## src/rtl/icu_seq.sv

```systemverilog
// rtl/icu_seq.sv - interrupt control sequencer: latches requests, pushes PC/flags, vectors fetch.
// Optional nested acceptance is enabled by defining ICU_NESTING_EN.
module icu_seq #(
  parameter int                  NUM_IRQ      = 4,
  parameter int                  PC_WIDTH     = 32,
  parameter logic [PC_WIDTH-1:0] VEC_BASE     = '0,
  parameter int                  VEC_STRIDE   = 2,
  parameter int                  DRAIN_CYCLES = 3
) (
  input  logic                clk,
  input  logic                rst_n,
  input  logic [NUM_IRQ-1:0]  irq,
  input  logic [NUM_IRQ-1:0]  irq_mask,
  input  logic                int_en,
  input  logic                rti,
  output logic                int_flag,
  output logic                fetch_stall,
  output logic [3:0]          alu_function,
  output logic                branch,
  output logic                DMW,
  output logic                stack_operation,
  output logic                push_pop,
  output logic                write_sp,
  output logic                save_sel,
  output logic [PC_WIDTH-1:0] vector_addr,
  output logic [NUM_IRQ-1:0]  irq_ack,
  output logic [NUM_IRQ-1:0]  in_service
);

  localparam int ID_W  = 4;
  localparam int CNT_W = (DRAIN_CYCLES > 1) ? $clog2(DRAIN_CYCLES) : 1;

  typedef enum logic [2:0] {IDLE, DRAIN, PUSH_PC, PUSH_FLG, VECTOR} state_t;

  state_t              state, state_d;
  logic [NUM_IRQ-1:0]  irq_q, pending, eligible, rise, rti_clear, id_onehot;
  logic [ID_W-1:0]     winner, svc_low, id;
  logic [CNT_W-1:0]    cnt;
  logic                any_elig, any_svc, allow, accept, push;
  logic [PC_WIDTH-1:0] vec;

  assign rise      = irq & ~irq_q;
  assign eligible  = pending & ~irq_mask;
  // Isolate the lowest set in-service bit; zero when nothing is in service.
  assign rti_clear = rti ? (in_service & (~in_service + NUM_IRQ'(1))) : '0;
  assign id_onehot = NUM_IRQ'(1) << id;
  assign vec       = VEC_BASE + PC_WIDTH'(id) * PC_WIDTH'(VEC_STRIDE);

  always_comb begin
    winner   = '0;
    any_elig = 1'b0;
    svc_low  = '0;
    any_svc  = 1'b0;
    for (int i = NUM_IRQ - 1; i >= 0; i--) begin
      if (eligible[i]) begin
        winner   = ID_W'(i);
        any_elig = 1'b1;
      end
      if (in_service[i]) begin
        svc_low = ID_W'(i);
        any_svc = 1'b1;
      end
    end
  end

`ifdef ICU_NESTING_EN
  assign allow = !any_svc || (winner < svc_low);
`else
  assign allow = !any_svc;
`endif

  // A coincident rti takes precedence; acceptance is re-evaluated next cycle.
  assign accept = (state == IDLE) && !rti && int_en && any_elig && allow;

  always_comb begin
    state_d = state;
    case (state)
      IDLE:     if (accept) state_d = DRAIN;
      DRAIN:    if (cnt == '0) state_d = PUSH_PC;
      PUSH_PC:  state_d = PUSH_FLG;
      PUSH_FLG: state_d = VECTOR;
      VECTOR:   state_d = IDLE;
      default:  state_d = IDLE;
    endcase
  end

  assign push = (state_d == PUSH_PC) || (state_d == PUSH_FLG);

  always_ff @(posedge clk or negedge rst_n) begin
    if (!rst_n) begin
      state           <= IDLE;
      irq_q           <= '0;
      pending         <= '0;
      in_service      <= '0;
      id              <= '0;
      cnt             <= '0;
      int_flag        <= 1'b0;
      fetch_stall     <= 1'b0;
      alu_function    <= 4'b0000;
      branch          <= 1'b0;
      DMW             <= 1'b0;
      stack_operation <= 1'b0;
      push_pop        <= 1'b0;
      write_sp        <= 1'b0;
      save_sel        <= 1'b0;
      vector_addr     <= '0;
      irq_ack         <= '0;
    end else begin
      state      <= state_d;
      irq_q      <= irq;
      pending    <= (pending & ~irq_ack) | rise;
      in_service <= (in_service & ~rti_clear) | ((state_d == VECTOR) ? id_onehot : '0);
      if (accept) begin
        id  <= winner;
        cnt <= CNT_W'(DRAIN_CYCLES - 1);
      end else if (state == DRAIN && cnt != '0) begin
        cnt <= cnt - CNT_W'(1);
      end
      // Outputs are decoded from the state being entered so they line up with it.
      int_flag        <= state_d != IDLE;
      fetch_stall     <= (state_d == DRAIN) || push;
      alu_function    <= (push || state_d == VECTOR) ? 4'b0100 : 4'b0000;
      branch          <= state_d == VECTOR;
      DMW             <= push;
      stack_operation <= push;
      push_pop        <= push;
      write_sp        <= push;
      save_sel        <= state_d == PUSH_FLG;
      vector_addr     <= (state_d == VECTOR) ? vec : '0;
      irq_ack         <= (state_d == VECTOR) ? id_onehot : '0;
    end
  end

endmodule

```

## config.mk

```make
export PLATFORM = sky130hd
export DESIGN_NAME = icu_seq
export DESIGN_NICKNAME = d
export VERILOG_FILES = /design/src/rtl/icu_seq.sv
export SDC_FILE = /design/constraint.sdc
export NUM_CORES = 1
export LEC_CHECK = 0
export BUFFER_PORTS_ARGS = -buffer_cell sky130_fd_sc_hd__buf_4
export CELL_PAD_IN_SITES_DETAIL_PLACEMENT = 0
export CELL_PAD_IN_SITES_GLOBAL_PLACEMENT = 1
export CORE_ASPECT_RATIO = 0.8
export CORE_MARGIN = 2
export CORE_UTILIZATION = 31
export CTS_CLUSTER_SIZE = 20
export DETAILED_ROUTE_END_ITERATION = 10
export HOLD_SLACK_MARGIN = 0.02
export PLACE_DENSITY_LB_ADDON = 0.3
export REMOVE_ABC_BUFFERS = 1
export SYNTH_ARGS = -nofsm -noshare
export SYNTH_HDL_FRONTEND = slang
export SYNTH_SLANG_ARGS = --single-unit
export TNS_END_PERCENT = 1
```

## constraint.sdc

```tcl
create_clock -name clk -period 1.9 [get_ports clk]
set_input_delay 0.095 -clock clk [delete_from_list [all_inputs] [get_ports clk]]
set_output_delay 0.095 -clock clk [all_outputs]
set_load 0.01 [all_outputs]
```

Yosys cells after proc, flatten, opt, wreduce, memory -nomap -nowiden. Cells that the tools add are included.

Mux-type cells: 21. Reduce and logical (&&, ||, !) cells: 15. Shifts and indexed selects: 1. Equal/unequal tests: 7. Bitwise gates (word level): 12. $add $sub $neg: 2.

Operator list (count): 4-bit AND (5); 4-bit NOT (5); 4-bit two-way mux (4); 3-bit by 2-bit equality test with 1-bit output (second input constant) (4); 3-bit one-hot mux with 4 select lines (1); 3-bit two-way mux (3); 1-bit two-way mux (8); 2-bit two-way mux (4); 4-bit bitwise OR (2); 3-bit by 1-bit equality test with 1-bit output (second input constant) (2); 1-bit logical AND (5); 5-bit two-way mux (1); 4-bit by 1-bit adder with 4-bit output (second input constant) (1); 2-bit nonzero test (2); 1-bit by 4-bit << shifter with 4-bit output (first input constant) (1); 3-bit equality test (second input constant) (1); 3-bit zero test (1); 1-bit logical OR (3); 3-bit nonzero test (1); 1-bit zero test (2); 2-bit zero test (1); 2-bit by 1-bit subtractor with 2-bit output (second input constant) (1).

Register bits: 38.

Logic depth before layout (Yosys ltp).
Depth after elaboration: 14. Depth in mapped cells: 6. Gate-level depth less buffers: 6.

Least setup slack after synthesis. No wires, ideal clock.

Path type: register -> register. From: register state[0]. To: register id[0]. Setup time: 0.125 ns. Cell stages (with the launch flop): 5. Data arrival time: 1.640 ns. Setup slack: 0.135 ns. Cell sequence: dfrtp_1 or4_4 nor4_4 o21ai_2 mux2_4.

Cells in the longest elaborated chain, start to end: 5.

Ends and longest elaborated chain: start: declaration (line 35) `state_t state, state_d;`; start signal: assignment (line 109) `state <= state_d;`; 3-bit zero test (line 73) `assign accept = (state == IDLE) && !rti && int_en && any_elig && allow;`; 1-bit logical AND (4 in series) (line 73); end signal: assignment (line 114) `id <= winner;`; end: declaration (line 37) `logic [ID_W-1:0] winner, svc_low, id;`.

No other way between the ends. A chain may end at the register's enable or synchronous reset.

Worst setup path after layout. Ends and elaborated chain as after synthesis.

==> out/results.tsv <==
metric	value	unit
post-place instance area	0.00160	sq mm
CORE AREA	0.00454	sq mm
Placer Congestion	0.704	
Final Slew Violations	0	
Syn-to-layout area delta	21.3	%
CTS H-tree lvls	2	
Setup CP Type	reg -> reg	
clock skew	7.78	ps
CTS root buf	clkbuf_8	
Netlist cell types	31	
Setup Total Neg Slack	0	ps
CTS tree	yes	
met1 Track Usage GR	16.2	%
Total Wirelength	2620	um
status	finished, final reports clean	
mux cell area share after synthesis	1.04	%
Reg power frac	43.6	%
GRT Util Overall	10.7	%
crit path max fanout	6	
initial antenna violation count	0	
critical path arrival	1970	ps
Worst setup SP type	register	
Worst-Skew Late Latency	280	ps
CP Data Required Time	2070	ps
design area	0.00175	sq mm
Psw	0.000697	W
CTS buffer count	5	
YS warnings	0	
Remaining DRCs	0	
IO Port Bufs	30	
Max IR drop VDD	0.000480	V
drt pass-1 iters	4	
final setup vio count	0	
P_int	0.00146	W
FP Rows	22	
Tcrit/Tclk final	94.6	%
Seq/Total Area, Yosys	53.7	%
vias in the first global route	814	
Post-layout nets	185	
vias	901	
Die Y	65.0	um
Cells after DPL	220	
synthesized-area fraction occupied by adder cells	0.867	%
Hold Vio Cnt, Final	0	
Simple-Gate Fraction of Synth Area	13.3	%
syn_area_per_cell	10.8	sq um
max-cap violations	0	
GR Util met3	3.34	%
clk slew on worst S/H paths	70	ps
Starting DRT DRC Count	39	
clock power share	26.8	%
die area	0.00522	sq mm
Fill cells	473	
hold crit path type	in -> reg	
Power Dens Cells	1230	mW/mm^2
static leakage	0.983	nW
first-pass GRT wire length	4060	um
CP peak stage delay	560	ps
Tmin final	1800	ps
setup bufs post-CTS	0	
GR Util met2	13.4	%
die width	80.3	um
# diodes	0	
dpl ws	109	ps
Synth Area in Compound Gates	7.63	%
Gate power share	29.7	%
Finished Layout Cells	233	
post_cts resized	0	
GRT busiest layer	met1	
Seq cells post-synth	31	
crit-path cells	or4_4 -> nor4_4 -> o21ai_2 -> mux2_4	
post-synthesis xor/xnor area fraction	0	%
worst setup margin	102	ps
Initial Util	31.8	%
clock sink count	31	
Sw Share	32.2	%
Cells after Synth	134	
Routed Antenna Nets	0	
CP endpoint kind	register	
CTS max path bufs	2	
number of top-level pins	64	
RSZ-0062 raised after global routing	false	
Post-DP HPWL	1950	um
largest family of logic cells by synthesized area	buffers and inverters	
share of layout cells above drive strength 1	25.4	%
slowest library cell on the worst path	or4_4	
per-cell routed wire length	11.3	um
fmax	556	MHz
Netlist Area Pre-Place	0.00144	sq mm
largest net degree at the start of global routing	32	
vias per inst	3.87	
grt ovf	0	
[registers in the layout (all words and copies together) (netlist names), 2 cells and up]
register	cells
irq_q	4
state	3
in_service	4
irq_ack	4
cnt	2
vector_addr	2
pending	4
id	2
[what timing repair did]
action,4_1_cts,5_1_grt
hold endpoints to repair,35,0
hold buffers,5,0
endpoints found under the setup margin,0,0
[final cells by class]
class,count,area (sq um),share of cell area (%)
Clock buffer,7,96.3,5.50
Clock inverter,1,7.51,0.429
Inverter,16,60.1,3.43
Multi-Input combinational cell,82,454,25.9
Sequential cell,31,776,44.3
Tap cell,60,75.1,4.29
Timing Repair Buffer,36,283,16.1
[cell families (layout without fill, tap and decap cells)]
family	after synthesis	count (layout)
AND/OR/NAND/NOR	29	29
AO/OA/AOI/OAI	18	18
adder cells (fa/ha/maj)	1	1
flip-flops	31	31
multiplexers	1	1
other	1	33
buffers and inverters	53	60
[cells in the final DEF, fill, tap and decap left out, types with 2 or more instances in the layout]
cell type,n
a21o_1,2
inv_1,16
nor2b_1,3
buf_4,31
o22ai_1,4
dlygate4sd3_1,5
o21ai_0,4
dfrtp_1,31
conb_1,33
a21oi_1,4
clkbuf_8,7
nand3b_1,3
nand2b_1,6
nand2_1,4
nor2_1,2
[metrics by stage]
stage	power, W	hold slack [ps]	util, %
after global placement	0.00156	51.0	35.2
after floorplan	0.00130	-201	-
final	0.00216	114	38.6
after CTS	0.00219	111	38.6
after global routing	0.00231	135	38.6
after detailed placement	0.00159	55.3	35.2
[metal layers]
| metal | part of all wire (%) | routed length [um] |
|---|---|---|
| met3 | 6.3 | 164 |
| met1 | 51 | 1350 |
| met2 | 41 | 1060 |
| met4 | 1.6 | 43 |
| met5 | 0 | 0 |
[synthesized netlist by cell type]
master	count	area, sq um
buf_4	36	270
dfrtp_1	31	776
inv_1	16	60.1
nand2b_1	6	37.5
a21oi_1	4	20.0
nand2_1	4	15.0
o21ai_0	4	20.0
o22ai_1	4	25.0
nand3b_1	3	22.5
nor2b_1	3	18.8
a21o_1	2	15.0
nor2_1	2	7.51
a21boi_1	1	7.51
a31oi_1	1	6.26
and2_1	1	6.26
and3_1	1	6.26
clkbuf_1	1	3.75
conb_1	1	3.75
ha_1	1	12.5
mux2_4	1	15.0
nand3_1	1	5.00
nand4_1	1	6.26
nor3_1	1	5.00
nor3b_1	1	7.51
nor4_4	1	21.3
o211ai_1	1	7.51
o21ai_2	1	8.76
or2_1	1	6.26
or2_2	1	6.26
or4_4	1	11.3
or4b_1	1	10.0
[critical path, delay by kind of cell (launching register included)]
family,cells,cell delay [ps]
AO/OA/AOI/OAI,1,110
AND/OR/NAND/NOR,2,840
flip-flops,1,430
multiplexers,1,300
[path summary, 6_finish.rpt]
check | start | end | slack [ps] | cells past startpoint
worst min register to register | irq_q[0] | pending[0] | 420 | 1
min in group asynchronous | rst_n | fetch_stall | 270 | 2
worst max-delay path | state[0] | id[0] | 100 | 4
worst min-delay path | rti | in_service[0] | 110 | 3
max in group asynchronous | rst_n | state[1] | 1350 | 2
worst max register to register | state[0] | id[0] | 100 | 4
[power by group through the flow]
stage | clock network, W | registers (W) | logic (W)
global route | 0.000629 | 0.000966 | 0.000713
CTS | 0.000595 | 0.000943 | 0.000650
finish | 0.000578 | 0.000942 | 0.000641
global placement | 0 | 0.000941 | 0.000620
detailed placement | 0 | 0.000952 | 0.000637
floorplan | 0 | 0.000972 | 0.000332
Power figures use the tool's default switching activity.
